<file path="config.mk">
export PLATFORM = sky130hd
export DESIGN_NAME = distance_conditioner
export DESIGN_NICKNAME = d
export VERILOG_FILES = /design/src/rtl/distance_conditioner.sv
export SDC_FILE = /design/constraint.sdc
export NUM_CORES = 1
export LEC_CHECK = 0
export ABC_AREA = 1
export CORE_AREA = 2 2 175 177
export DETAILED_ROUTE_END_ITERATION = 7
export DIE_AREA = 0 0 177 179
export PLACE_DENSITY = 0.64
export SYNTH_ARGS = -nofsm -noshare
export SYNTH_HDL_FRONTEND = slang
export SYNTH_SLANG_ARGS = --single-unit
</file>
<file path="constraint.sdc">
create_clock -name clk -period 5 [get_ports clk]
set_input_delay 1 -clock clk [delete_from_list [all_inputs] [get_ports clk]]
set_output_delay 1 -clock clk [all_outputs]
set_load 0.1 [all_outputs]
</file>
<file path="src/rtl/distance_conditioner.sv">
`default_nettype none
// ============================================================================
// Module      : distance_conditioner
// Description : Conditions raw distance samples before they reach the FM tone
//               generator. Each sample is clamped to the LUT range. The last
//               2**AVG_LOG2 clamped samples are box-car averaged, and the output
//               is slew-limited so distance steps glide in frequency.
// Ports       : clk            - system clock
//               reset_n        - asynchronous, active-low reset
//               enable         - global clock enable; all state holds when low
//               sample_valid   - one-cycle strobe qualifying sample
//               sample         - raw distance sample
//               tick           - one-cycle output update strobe (PWM zero)
//               distance       - conditioned distance to the FM DAC
//               distance_valid - high once the average buffer has filled
//               at_target      - registered (distance == avg)
// Revision    : 1.0 - initial release
// ============================================================================
module distance_conditioner #(
  parameter int WIDTH     = 13,
  parameter int AVG_LOG2  = 4,
  parameter int MAX_DIST  = 2000,
  parameter int SLEW_STEP = 16
) (
  input  logic             clk,
  input  logic             reset_n,
  input  logic             enable,
  input  logic             sample_valid,
  input  logic [WIDTH-1:0] sample,
  input  logic             tick,
  output logic [WIDTH-1:0] distance,
  output logic             distance_valid,
  output logic             at_target
);

  localparam int                c_depth    = 1 << AVG_LOG2;
  localparam int                c_sum_w    = WIDTH + AVG_LOG2;
  localparam logic [WIDTH-1:0]  c_max      = WIDTH'(MAX_DIST);
  localparam logic [WIDTH-1:0]  c_step     = WIDTH'(SLEW_STEP);
  localparam logic [AVG_LOG2:0] c_full     = (AVG_LOG2 + 1)'(c_depth);
  localparam logic [AVG_LOG2:0] c_fill_one = (AVG_LOG2 + 1)'(1);
  localparam logic [AVG_LOG2-1:0] c_ptr_one = AVG_LOG2'(1);

  // --------------------------------------------------------------------------
  // State
  // --------------------------------------------------------------------------
  logic [WIDTH-1:0]    r_buf_mem [c_depth];
  logic [c_sum_w-1:0]  r_sum;
  logic [AVG_LOG2-1:0] r_wr_ptr;
  logic [AVG_LOG2:0]   r_fill_cnt;
  logic [WIDTH-1:0]    r_avg;
  logic [WIDTH-1:0]    r_distance;
  logic                r_at_target;

  // --------------------------------------------------------------------------
  // Combinational datapath
  // --------------------------------------------------------------------------
  logic               w_accept;
  logic               w_do_tick;
  logic [WIDTH-1:0]   w_clamped;
  logic [WIDTH-1:0]   w_oldest;
  logic [c_sum_w-1:0] w_sum_next;
  logic [WIDTH-1:0]   w_gap_up;
  logic [WIDTH-1:0]   w_gap_dn;
  logic [WIDTH-1:0]   w_step_up;
  logic [WIDTH-1:0]   w_step_dn;
  logic [WIDTH-1:0]   w_dist_next;

  assign w_accept  = enable & sample_valid;
  assign w_do_tick = enable & tick;

  // Clamp ahead of the buffer so the average can never exceed MAX_DIST.
  assign w_clamped = (sample > c_max) ? c_max : sample;

  // The slot about to be overwritten holds the oldest sample in the window
  // (or zero while filling), so a running sum replaces a full adder tree.
  assign w_oldest   = r_buf_mem[r_wr_ptr];
  assign w_sum_next = r_sum - c_sum_w'(w_oldest) + c_sum_w'(w_clamped);

  // Gaps are only meaningful in the direction selected below, so the
  // unsigned wrap in the other direction is harmless.
  assign w_gap_up  = r_avg - r_distance;
  assign w_gap_dn  = r_distance - r_avg;
  assign w_step_up = (w_gap_up > c_step) ? c_step : w_gap_up;
  assign w_step_dn = (w_gap_dn > c_step) ? c_step : w_gap_dn;

  // Limiting the step to the remaining gap prevents overshoot; because avg is
  // bounded by MAX_DIST, distance stays in [0, MAX_DIST] as well.
  always_comb begin
    w_dist_next = r_distance;
    if (r_avg > r_distance) begin
      w_dist_next = r_distance + w_step_up;
    end else if (r_avg < r_distance) begin
      w_dist_next = r_distance - w_step_dn;
    end
  end

  // --------------------------------------------------------------------------
  // Sample buffer (circular, wr_ptr wraps naturally at 2**AVG_LOG2)
  // --------------------------------------------------------------------------
  always_ff @(posedge clk or negedge reset_n) begin
    if (!reset_n) begin
      for (int i = 0; i < c_depth; i++) begin
        r_buf_mem[i] <= '0;
      end
    end else if (w_accept) begin
      r_buf_mem[r_wr_ptr] <= w_clamped;
    end
  end

  // --------------------------------------------------------------------------
  // Averager, fill counter and slew limiter
  // --------------------------------------------------------------------------
  always_ff @(posedge clk or negedge reset_n) begin
    if (!reset_n) begin
      r_sum       <= '0;
      r_wr_ptr    <= '0;
      r_fill_cnt  <= '0;
      r_avg       <= '0;
      r_distance  <= '0;
      r_at_target <= 1'b1;
    end else if (enable) begin
      if (sample_valid) begin
        r_sum    <= w_sum_next;
        r_wr_ptr <= r_wr_ptr + c_ptr_one;
        if (r_fill_cnt != c_full) begin
          r_fill_cnt <= r_fill_cnt + c_fill_one;
        end
      end

      // Average is taken from the sum register, giving sample -> sum -> avg
      // a two-cycle latency. Unfilled slots contribute zero.
      r_avg <= r_sum[c_sum_w-1:AVG_LOG2];

      // The slew step and the target flag both look at the pre-update avg,
      // so a tick coincident with an avg change uses the old value.
      if (w_do_tick) begin
        r_distance <= w_dist_next;
      end
      r_at_target <= (r_distance == r_avg);
    end
  end

  // --------------------------------------------------------------------------
  // Outputs
  // --------------------------------------------------------------------------
  assign distance       = r_distance;
  assign distance_valid = (r_fill_cnt == c_full);
  assign at_target      = r_at_target;

endmodule
`default_nettype wire
</file>
## Word-level counts from Yosys, hierarchy flattened

Index checks and enable logic that the tools add are counted.

- Register bits after elaboration: 261
- Input bits: 18
- Output and inout bits: 15
- Word-level logic and storage cells: 59

- Add/subtract/negate cells: 8
- Magnitude comparators: 7
- Eq/ne operators: 3
- Mux-type cells: 11
- Bitwise operators: 3
- Reductions and logical operators: 5

Operators with widths:

| cell | count |
|---|---|
| $bwmux W208 | 1 |
| $mux W13 | 8 |
| $bmux W13 S4 | 1 |
| $demux W13 S4 | 1 |
| $sub A13 B13 Y13 | 3 |
| $gt A13 B5 Y1 const B | 2 |
| $add A17 B13 Y17 | 1 |
| $sub A17 B13 Y17 | 1 |
| $add A13 B13 Y13 | 1 |
| $eq A13 B13 Y1 | 1 |
| $gt A13 B11 Y1 const B | 1 |
| $gt A13 B13 Y1 | 1 |
| $lt A13 B13 Y1 | 1 |
| $reduce_and A3 Y1 | 2 |
| $add A5 B1 Y5 const B | 1 |
| $eq A5 B5 Y1 const B | 1 |
| $ge A5 B5 Y1 const B | 1 |
| $lt A5 B1 Y1 const B | 1 |
| $ne A5 B5 Y1 const B | 1 |
| $not A4 Y5 | 1 |
| $add A4 B1 Y4 const B | 1 |
| $and A1 B1 Y1 | 2 |
| $reduce_and A2 Y1 | 1 |
| $reduce_bool A2 Y1 | 1 |
| $logic_and A1 B1 Y1 | 1 |

## Logic depth before layout (Yosys ltp)

- Depth in word-level cells: 6
- Gate-level depth with buffers: 33
- Mapped depth without buffers: 32

## Least setup slack after synthesis

OpenSTA, ideal clock, no wires.

- Path type: register to register
- Start point: register r_distance[2] (netlist: distance[2])
- End point: register r_distance[10] (netlist: distance[10])
- Library setup time: 0.129 ns
- Arrival: 4.195 ns
- Required time: 4.871 ns
- Path slack: 0.676 ns
- Stages on the path, launching flop included: 28
- Path buffers: 1
- Period minus slack after synthesis: 4.324 ns
- Cell sequence: dfrtp_1 inv_1 ha_1 buf_4 nand2_1 nand2_1 inv_1 nand2_2 nand2_1 nand3_2 nand2_1 inv_1 nor2_1 nand2_1 nor2_2 and2_2 nand2_1 ha_1 or2_2 nand2_1 fa_1 a21oi_1 o21bai_1 a21oi_1 o21ai_0 a21oi_1 o21ai_0 o21ai_0

- Word-level cells in the longest chain between the ends: 6
- Elaborated cells on any way between the ends: 14
- Those cells by class: 4 x add/sub; 4 x order compare; 4 x mux; 2 x reduce/logical

Ends and longest elaborated chain:

| what | RTL line | RTL |
|---|---|---|
| from (decl) | 52 | `logic [WIDTH-1:0] r_distance;` |
| from (signal assigned) | 138 | `r_distance <= w_dist_next;` |
| $sub A13 B13 Y13 | 83 | `assign w_gap_dn = r_distance - r_avg;` |
| $gt A13 B5 Y1 | 85 | `assign w_step_dn = (w_gap_dn > c_step) ? c_step : w_gap_dn;` |
| $mux W13 | 85 |  |
| $sub A13 B13 Y13 | 94 | `w_dist_next = r_distance - w_step_dn;` |
| $mux W13 | 93 | `end else if (r_avg < r_distance) begin` |
| $mux W13 | 91 | `if (r_avg > r_distance) begin` |

Parallel ways exist; a longest one is shown, timed or not. The select of a mux whose other input is x is not followed.
A chain may end at the register's enable or synchronous reset.

## Worst setup path in the final report

- Start point: register r_wr_ptr[0]
- End point: register r_sum[14]

- Word-level cells in the longest chain between the ends: 6

Ends and longest elaborated chain:

| what | RTL line | RTL |
|---|---|---|
| from (decl) | 49 | `logic [AVG_LOG2-1:0] r_wr_ptr;` |
| from (signal assigned) | 125 | `r_wr_ptr <= r_wr_ptr + c_ptr_one;` |
| $not A4 Y5 (not written as such) | 77 | `assign w_oldest = r_buf_mem[r_wr_ptr];` |
| $bmux W13 S4 | 77 |  |
| $mux W13 (not written as such) (2 in a row) | 77 |  |
| $sub A17 B13 Y17 | 78 | `assign w_sum_next = r_sum - c_sum_w'(w_oldest) + c_sum_w'(w_clamped);` |
| $add A17 B13 Y17 | 78 |  |
| to (signal assigned) | 124 | `r_sum <= w_sum_next;` |
| to (decl) | 48 | `logic [c_sum_w-1:0] r_sum;` |

No other way between the ends. The select of a mux whose other input is x is not followed.

==> reports/results.ini <==
[placed_design]
gp_congestion=0.892
hpwlAfterDp_mm=28.5
io_buffers=32

[setup_path]
critPathBufInv=3
worst_path_most_repeated_cell=nand2_1
critPathArrivalTime_ns=4.96
crit_fanout=24
slowest_delay_ns=0.61
slowest_stage=or4_1
critPathTopFamily=compound AO/OA/AOI/OAI gates
cp-start-kind=flop
endpoint_kind=flop
required_ns=5.43
crit_type=flop to flop
startpoint=r_wr_ptr[0]$_DFFE_PN0P_
rr_startpoint=r_wr_ptr[0]$_DFFE_PN0P_
path_cells=inv_2 > buf_4 > a21oi_1 > o21ai_0 > a21oi_1 > or4_1 > fa_1 > fa_1 > inv_1 > a31oi_1 > o21ai_1 > a21o_1 > a21oi_1 > o21ai_1 > nand2_1 > nand2_1 > nand2_1 > nand3_1 > nand2_1

[floorplanning]
start_util=0.490
die_h_um=179
fp.dieW_um=177
core-area_um2=30000
dieArea_um2=31700
io_pins=33
rows=64

[route]
viasPerCell=5.36
vias=12600
wl_per_cell_um=17.6
ant_nets=0
initialDrtViolationCount=979
drcViolationCount=0
wirelength_mm=41.3
drt-pass1-iter-count=5

[finish]
drive_gt1_frac=0.0888
regArea_um2=6540
nets=2030
area_growth_pct=13.6
multi_input_area_um2=6950
fillers=2863
antenna_cells=0

[synthesis]
synthTopCellsByCount=nor2_1 (331), a21oi_1 (281), dfrtp_1 (260)
synth-async-reset-ratio=1.00
postSynthCellCount=1907
ys_seq_elements=261
synth_top_cell_by_area=dfrtp_1
synth_most_common_cell=nor2_1
synth.distinct_cells=45
yosys-top-cells-area=dfrtp_1 (44%), a21oi_1 (9.6%), nor2_1 (8.5%)
synth_area_um2=14700
synth_flop_cell=dfrtp_1
ys_warn_count=0
syn_area_per_cell_um2=7.71
synth_top_area_frac=0.443
synth-seq-area-share=0.444
synth_edf_count=0

[global_routing]
grt_pass1_vias=11900
grt_max_degree=116
grtUsageTotal=0.268
antenna_found_initial=1
grt_pass1_wl_mm=65.5
gr-total-overflow=0

[timing]
skew_ns=0.0117
relSlewSlack=0.324
min_period_over_period=0.906
rsz0062_at_grt=no
tns_ns=0
fmax_mhz=221
hold_violations=0
worst_pin_slew_ns=1.01
slew_viol_final=0
min_period_ns=4.53
finalSetupViolCount=0

[cts]
clockRootBuffer=clkbuf_16
cts_tree=built
h-tree-depth=1
cts_max_path_buffers=3
postCtsHoldBufs=0
post-cts-setup-buffer-count=0
clock_sinks=261
worstSkewPairLatency_ns=0.56
clk_pin_slew_worst_paths_ns=0.06
cts_made_buffers=30
cts_resized=0

[min_path]
min_path_type=input port to async pin

[run]
drv_cap=0

[status]
status=finished, final reports clean

sequential cells by signal (all words and copies together) (netlist names):
signal      cells
r_avg          13
at_target       1
r_wr_ptr        4
distance       13
r_sum          17
r_fill_cnt      5
r_buf_mem     208
path summary, 6_finish.rpt:
kind	endpoint	slack (ns)	cells past startpoint
setup / recovery	r_sum[14]$_DFFE_PN0P_	0.47	19
hold / removal	r_fill_cnt[2]$_DFFE_PN0P_	0.48	1
setup reg to reg	r_sum[14]$_DFFE_PN0P_	0.47	19
hold reg to reg	r_avg[11]$_DFFE_PN0P_	0.48	2
max in group asynchronous	r_buf_mem[111]$_DFFE_PN0P_	3.42	2
min in group clk	r_avg[11]$_DFFE_PN0P_	0.48	2
placed cells by master (no fill, tap or decap), drive strengths merged, types with 4 or more instances in the layout:
master         count
ha                61
dfrtp            260
nand3             53
clkbuf            41
or2               10
inv              221
a31oi              4
xnor2             12
buf               55
nor3               5
nand2            259
fa                16
nand4             14
xor2              21
clkdlybuf4s50     31
nor2             341
or4                6
or3                7
clkinv            19
o21ai            215
a21oi            281
o21bai             4
per-stage QoR:
stage	hold slack (ns)	cells	area (um^2)	utilization	worst slack, ns
after floorplan	0.446	1908	14700	-	0.676
after global placement	0.461	2299	15600	0.521	0.210
after detailed placement	0.472	2299	15600	0.521	0.0815
after CTS	0.483	2355	16700	0.556	0.482
after global routing	0.505	2355	16700	0.556	0.0844
final	0.480	2355	16700	0.556	0.471
layer usage:
metal / wire (um) / up-vias / track usage
met4: 1040 / 2 / 0.0730
met1: 18500 / 5984 / 0.365
met2: 19400 / 341 / 0.446
li1: - / 6222 / -
met3: 2360 / 71 / 0.0390
met5: 12 / - / 0
layout make-up:
cell class / count / area share
clock inverter: 15 / 0.00974
inverter: 230 / 0.0519
timing repair buffer: 86 / 0.0475
sequential: 261 / 0.392
clock buffer: 41 / 0.0535
multi-input combinational: 1326 / 0.416
tap: 396 / 0.0297
kinds of logic (layout without fill, tap and decap cells):
family / Yosys count / in the layout / synth area share
AOI/OAI and AO/OA: 514 / 514 / 0.179
other: 1 / 2 / 0.000255
buffers and inverters: 321 / 372 / 0.0850
xor gates and xnor gates: 33 / 33 / 0.0197
adders and majority gates: 77 / 77 / 0.0737
DFF: 261 / 261 / 0.444
and+or+nand+nor: 700 / 700 / 0.198
Power is not shown: default switching activity piles up to over one toggle a cycle in this logic, so the estimate is an artifact.
